$ cat config.mk
export PLATFORM = sky130hd
export DESIGN_NAME = ram_arbiter2
export DESIGN_NICKNAME = d
export VERILOG_FILES = /design/src/rtl/ram_arb_pkg.sv /design/src/rtl/ram_arb_rr.sv /design/src/rtl/ram_arbiter2.sv
export SDC_FILE = /design/constraint.sdc
export NUM_CORES = 1
export LEC_CHECK = 0
export ABC_AREA = 0
export BUFFER_PORTS_ARGS = -buffer_cell sky130_fd_sc_hd__buf_2
export CORE_MARGIN = 4
export CORE_UTILIZATION = 40
export CTS_CLUSTER_DIAMETER = 120
export DETAILED_ROUTE_END_ITERATION = 7
export PLACE_DENSITY = 0.86
export SLEW_MARGIN = 20
export SYNTH_ARGS = -nofsm -noshare
export SYNTH_HDL_FRONTEND = slang
export SYNTH_SLANG_ARGS = --single-unit
$ cat constraint.sdc
create_clock -name clk -period 1.6 [get_ports clk]
set_input_delay 0.32 -clock clk [delete_from_list [all_inputs] [get_ports clk]]
set_output_delay 0.32 -clock clk [all_outputs]
set_load 0.05 [all_outputs]
$ cat src/rtl/ram_arb_pkg.sv
// Shared constants and types for the two-requester ram64x8 arbiter.
package ram_arb_pkg;

  localparam int DEF_AW = 6;
  localparam int DEF_DW = 8;

  typedef enum logic [1:0] {
    IDLE,
    ACCESS,
    RESP
  } state_t;

  localparam logic REQ0 = 1'b0;
  localparam logic REQ1 = 1'b1;

endpackage

$ cat src/rtl/ram_arb_rr.sv
// Combinational 2-way round-robin picker: on contention the requester other than `last` wins.
module ram_arb_rr
  import ram_arb_pkg::*;
(
  input  logic [1:0] req,
  input  logic       last,
  output logic       win_valid,
  output logic       win_idx
);

  // NOTE: every output gets a default before the branches so no latch is inferred.
  always_comb begin
    win_valid = |req;
    win_idx   = REQ0;
    if (&req)          win_idx = ~last;
    else if (req[REQ1]) win_idx = REQ1;
  end

endmodule

$ cat src/rtl/ram_arbiter2.sv
// Round-robin arbiter and sequencer giving two masters read/write access to ram64x8.
module ram_arbiter2
  import ram_arb_pkg::*;
#(
  parameter int AW = DEF_AW,
  parameter int DW = DEF_DW
) (
  input  logic          clk,
  input  logic          reset,
  input  logic          req0,
  input  logic          we0,
  input  logic [AW-1:0] addr0,
  input  logic [DW-1:0] wdata0,
  output logic          gnt0,
  output logic          rvalid0,
  input  logic          req1,
  input  logic          we1,
  input  logic [AW-1:0] addr1,
  input  logic [DW-1:0] wdata1,
  output logic          gnt1,
  output logic          rvalid1,
  output logic [DW-1:0] rdata,
  output logic          busy,
  output logic          ram_rw,
  output logic [AW-1:0] ram_addr,
  output logic [DW-1:0] ram_din,
  input  logic [DW-1:0] ram_dout
);

  state_t        state;
  logic          last;
  logic          owner;
  logic [1:0]    req_vec;
  logic          win_valid;
  logic          win_idx;
  logic          win_we;
  logic [AW-1:0] win_addr;
  logic [DW-1:0] win_wdata;

  assign req_vec   = {req1, req0};
  assign win_we    = (win_idx == REQ1) ? we1    : we0;
  assign win_addr  = (win_idx == REQ1) ? addr1  : addr0;
  assign win_wdata = (win_idx == REQ1) ? wdata1 : wdata0;
  assign busy      = (state != IDLE);

  ram_arb_rr u_rr (
    .req       (req_vec),
    .last      (last),
    .win_valid (win_valid),
    .win_idx   (win_idx)
  );

  // ram_rw doubles as the op type of the command in flight during ACCESS.
  // NOTE: state is updated with non-blocking assignments so every register sees pre-edge values.
  always_ff @(posedge clk or posedge reset) begin
    if (reset) begin
      state    <= IDLE;
      last     <= REQ1;
      owner    <= REQ0;
      gnt0     <= 1'b0;
      gnt1     <= 1'b0;
      rvalid0  <= 1'b0;
      rvalid1  <= 1'b0;
      rdata    <= '0;
      ram_rw   <= 1'b0;
      ram_addr <= '0;
      ram_din  <= '0;
    end else begin
      gnt0    <= 1'b0;
      gnt1    <= 1'b0;
      rvalid0 <= 1'b0;
      rvalid1 <= 1'b0;
      case (state)
        IDLE: begin
          if (win_valid) begin
            ram_rw   <= win_we;
            ram_addr <= win_addr;
            ram_din  <= win_wdata;
            owner    <= win_idx;
            gnt0     <= (win_idx == REQ0);
            gnt1     <= (win_idx == REQ1);
            if (&req_vec) last <= win_idx;
            state    <= ACCESS;
          end else begin
            ram_rw <= 1'b0;
          end
        end
        ACCESS: begin
          if (ram_rw) begin
            ram_rw <= 1'b0;
            state  <= IDLE;
          end else begin
            rdata   <= ram_dout;
            rvalid0 <= (owner == REQ0);
            rvalid1 <= (owner == REQ1);
            state   <= RESP;
          end
        end
        RESP:    state <= IDLE;
        default: state <= IDLE;
      endcase
    end
  end

endmodule

Yosys cells after proc, flatten, opt, wreduce, memory -nomap -nowiden
Index checks and enable logic that the tools add are counted.
- output and inout bits: 28
- flip-flop bits (word level): 31
- eq/ne operators: 2
- reductions and logical operators: 8
- bitwise operators: 4
- muxes and demuxes: 18
- operators by type and width (cell ; number):
    1-bit two-way mux ; 12
    8-bit two-way mux ; 1
    6-bit two-way mux ; 1
    2-bit AND reduction ; 3
    2-bit two-way mux ; 2
    1-bit NOT ; 4
    2-bit one-hot mux with 2 select lines ; 1
    4-bit AND reduction ; 1
    2-bit nonzero test ; 2
    2-bit by 1-bit == test with 1-bit output (second input constant) ; 1
    2-bit logical NOT ; 1
    2-bit by 1-bit != test with 1-bit output (second input constant) ; 1
    1-bit one-hot mux with 2 select lines ; 1
    2-bit OR reduction ; 1

Longest topological paths before layout
- word-level depth: 5
- mapped depth: 5
- depth with buffers taken out: 3

Cells and area by module
Synthesis repeated with hierarchy kept, for this count alone.
- cell total of the unflattened synthesis: 102
- area, all modules: 1292.5 um^2
- by module, submodules not included (module ; seq. area each (um^2) ; cells each ; instances ; area an instance (um^2)):
    ram_arbiter2 ; 777.0 ; 100 ; 1 ; 1278.7
    ram_arb_rr ; 0.0 ; 2 ; 1 ; 13.8

Worst setup path before layout
Ideal clock, no wire load.
- path kind: reg-to-reg
- start point: register ram_rw
- end point: register rdata[0]
- setup slack: 0.056 ns
- cell stages (with the launch flop): 4
- data required time: 1.475 ns
- arrival: 1.419 ns
- path buffers: 1
- cells stage by stage: dfrtp_1 -> nor3b_1 -> buf_2 -> mux2_2
- longest elaborated chain between the ends: 2
- RTL lines (what ; line ; source):
    from (decl) ; ram_arbiter2.sv:24 ; output logic ram_rw,
    from (signal assigned) ; ram_arbiter2.sv:76 ; ram_rw <= win_we;
    1-bit NOT (no source line) ; -- ;
    2-bit AND reduction (no source line) ; -- ;
    to (signal assigned) ; ram_arbiter2.sv:93 ; rdata <= ram_dout;
    to (decl) ; ram_arbiter2.sv:22 ; output logic [DW-1:0] rdata,
No other way between the ends.
A chain may end at the register's enable or synchronous reset.

Worst setup path after layout
- start point: register last
- end point: register ram_din[4]
- longest elaborated chain between the ends: 3
- RTL lines (what ; line ; source):
    from (decl) ; ram_arbiter2.sv:31 ; logic last;
    from (signal assigned) ; ram_arbiter2.sv:82 ; if (&req_vec) last <= win_idx;
    1-bit NOT ; ram_arb_rr.sv:15 ; if (&req) win_idx = ~last;
    1-bit two-way mux ; ram_arb_rr.sv:15 ;
    8-bit two-way mux ; ram_arbiter2.sv:43 ; assign win_wdata = (win_idx == REQ1) ? wdata1 : wdata0;
    to (signal assigned) ; ram_arbiter2.sv:78 ; ram_din <= win_wdata;
    to (decl) ; ram_arbiter2.sv:26 ; output logic [DW-1:0] ram_din,
No other way between the ends.

==> results.cfg <==
[timing]
fin_crit_ns = 1.55
fmax_ghz = 0.645
finalCritPeriodShare = 0.969
rsz0062_at_grt = no
worstMarginPinSlew_ns = 0.523
slew_headroom = 0.651
slew_violations = 0
final-hold-violation-count = 0
setup_slack_ns = 0.0490
setup-tns-final_ns = 0
setup_viol = 0
finClkSkew_ns = 0.00639

[synth]
seq_area_frac_synth = 0.572
avgSynthCellArea_sq_um = 15.3
synth-warning-count = 0
syn_inst = 89
synthesis.area_sq_um = 1360
ys_ff_latch = 31
synthDistinctLibCells = 19
syn-num-nets = 131

[power]
p_sw_frac = 0.480
combPwrFrac = 0.567
intPower_mw = 2.39
p_sw_mw = 2.21
power_leakage_nw = 0.980
p_clk_frac = 0.135
p_seq_frac = 0.298
p_per_area_nw_per_um2 = 2440
ir_drop_v = 0.00104

[clock_network]
clockBufferDepth = 2
clock_sinks = 31
cts_buffers = 5
cts_hold_buf = 0
cts.clk_slew.worst_paths_ns = 0.10
clk_latency_ns = 0.32
cts-root-buf = clkbuf_4
htreeDepth = 2
cts_tree = done

[placement]
port_buffers = 69
place_congestion = 0.672
place_ws_ns = 0.0237
dp_hpwl_um = 2440

[layout]
n_antenna_cell = 0
syn_to_final_growth_pct = 39.0
regArea_sq_um = 777
fillers = 270
multi_input_area_sq_um = 534
final_common_cell = buf_2
drive_above_1_share = 0.740
finalNetCount = 210
layout_common_cells = 69 x buf_2, 30 x mux2_2, 30 x dfrtp_1

[detailed_routing]
detail-route-antenna-nets = 0
routed-via-count = 979
drt_iter0_drc = 15
wire_per_inst_um = 13.9
first_pass_iters = 2
routed_wl_um = 2970
drc = 0
via_per_inst = 4.60

[worst_setup_path]
crit_path_top_delay_cell = dfstp_2
crit_type = reg2reg
path_cells = a21bo_4 > buf_6 > mux2_4 > mux2_2
arrival_ns = 1.76
worst_ep_required_time_ns = 1.80
start_kind = flip-flop
end_kind = flip-flop
crit_path_max_fanout = 9
critPathMaxStageDelay_ns = 0.56

[floorplan]
core_area_sq_um = 3150
row_count = 20
die_h_um = 66.3
initial_core_util = 0.431
io_pins = 70
dieArea_sq_um = 4390
fp.dieW_um = 66.3

[grt]
grt_max_degree = 20
use_met3 = 0.0323
grtUsageMet2 = 0.266
globalRouteTotalUtil = 0.148
grt-ovfl-total = 0
grt_pass1_wl_um = 4790
grt_antenna_before_repair = 0
grt_use_met1 = 0.157
grt_busiest_layer = met2
grt_pass1_vias = 1066

[run_status]
outcome = finished clean

[run]
drv_cap = 0

[min_path]
hold_class = in2async
==> kinds of logic after synthesis <==
logic type / count (synthesis) / synth area share
xor gates and xnor gates: 1 / 0.00645
buffers and inverters: 8 / 0.0414
DFF: 31 / 0.572
and+or+nand+nor: 8 / 0.0332
muxes: 38 / 0.330
AOI/OAI and AO/OA: 3 / 0.0175
==> metrics by stage <==
| step | util | power (mW) | instances | hold slack [ns] | instance area [sq um] |
|---|---|---|---|---|---|
| after floorplan | - | 3.37 | 89 | 0.423 | 1360 |
| after global placement | 0.563 | 3.90 | 204 | 0.373 | 1780 |
| after detailed placement | 0.563 | 4.00 | 204 | 0.386 | 1780 |
| after CTS | 0.590 | 4.63 | 212 | 0.0276 | 1860 |
| after global routing | 0.599 | 4.85 | 213 | 0.0335 | 1890 |
| final | 0.599 | 4.60 | 213 | 0.0156 | 1890 |
==> what timing repair did <==
item,in CTS,in global routing
buffers inserted,0,0
endpoints found under the hold margin,0,0
setup endpoints to repair,0,14
gates resized for setup,0,6
==> cell type report <==
type / instances / share of cell area
flip-flops and latches: 31 / 0.411
multi-input cells: 50 / 0.283
repair buffers: 76 / 0.223
well taps: 44 / 0.0291
clock buffers: 6 / 0.0272
clock inverters: 2 / 0.0185
inverters: 4 / 0.00795
==> cell usage after synthesis <==
cell,number,area share
nor2b_1,1,0.0046
mux2_4,6,0.066
inv_1,4,0.011
a21bo_1,1,0.0074
nor2_1,2,0.0055
buf_2,2,0.0074
nor3b_1,1,0.0055
xor2_1,1,0.0064
and2_1,2,0.0092
buf_12,1,0.015
o21ai_2,1,0.0064
o21ai_0,1,0.0037
dfstp_2,1,0.019
and3_2,1,0.0055
mux2i_1,2,0.015
nand2_1,1,0.0028
buf_6,1,0.0083
mux2_2,30,0.25
dfrtp_1,30,0.55
==> final timing paths <==
check,start,to,slack (ns),depth (start not counted)
max,last$_DFFE_PP1P_,ram_din[4]$_DFFE_PP0P_,0.05,4
min,reset,gnt1$_DFF_PP0_,0.02,2
max reg2reg,last$_DFFE_PP1P_,ram_din[4]$_DFFE_PP0P_,0.05,4
min reg2reg,ram_addr[4]$_DFFE_PP0P_,ram_addr[4]$_DFFE_PP0P_,0.51,1
max in group asynchronous,reset,rdata[3]$_DFFE_PP0P_,1.10,3
min in group clk,ram_dout[2],rdata[2]$_DFFE_PP0P_,0.23,2
==> critical path, delay by kind of cell, from the launching register on <==
family	cells	cell delay, ns
multiplexers	2	0.56
flip-flops	1	0.56
buffers and inverters	1	0.16
AO/OA/AOI/OAI	1	0.15
==> power groups by stage <==
stage               Combinational [mW]  Sequential, mW  Clock (mW)
floorplan                        0.837            2.53           0
global placement                  2.55            1.34           0
detailed placement                2.62            1.39           0
CTS                               2.62            1.37       0.641
global route                      2.74            1.43       0.672
finish                            2.61            1.37       0.621
==> routing by layer <==
metal  vias up  routed length [um]
li1        467                   -
met1       461                1080
met2        46                1590
met3         5                 238
met4         0                  55
met5         -                   0
==> flip-flops by register name (all words and copies together) (netlist names) <==
register  cells
owner         1
last          1
rdata         8
gnt1          1
rvalid1       1
state         2
gnt0          1
ram_addr      6
rvalid0       1
ram_rw        1
ram_din       8
No activity file was read; power rests on OpenSTA's default activity.
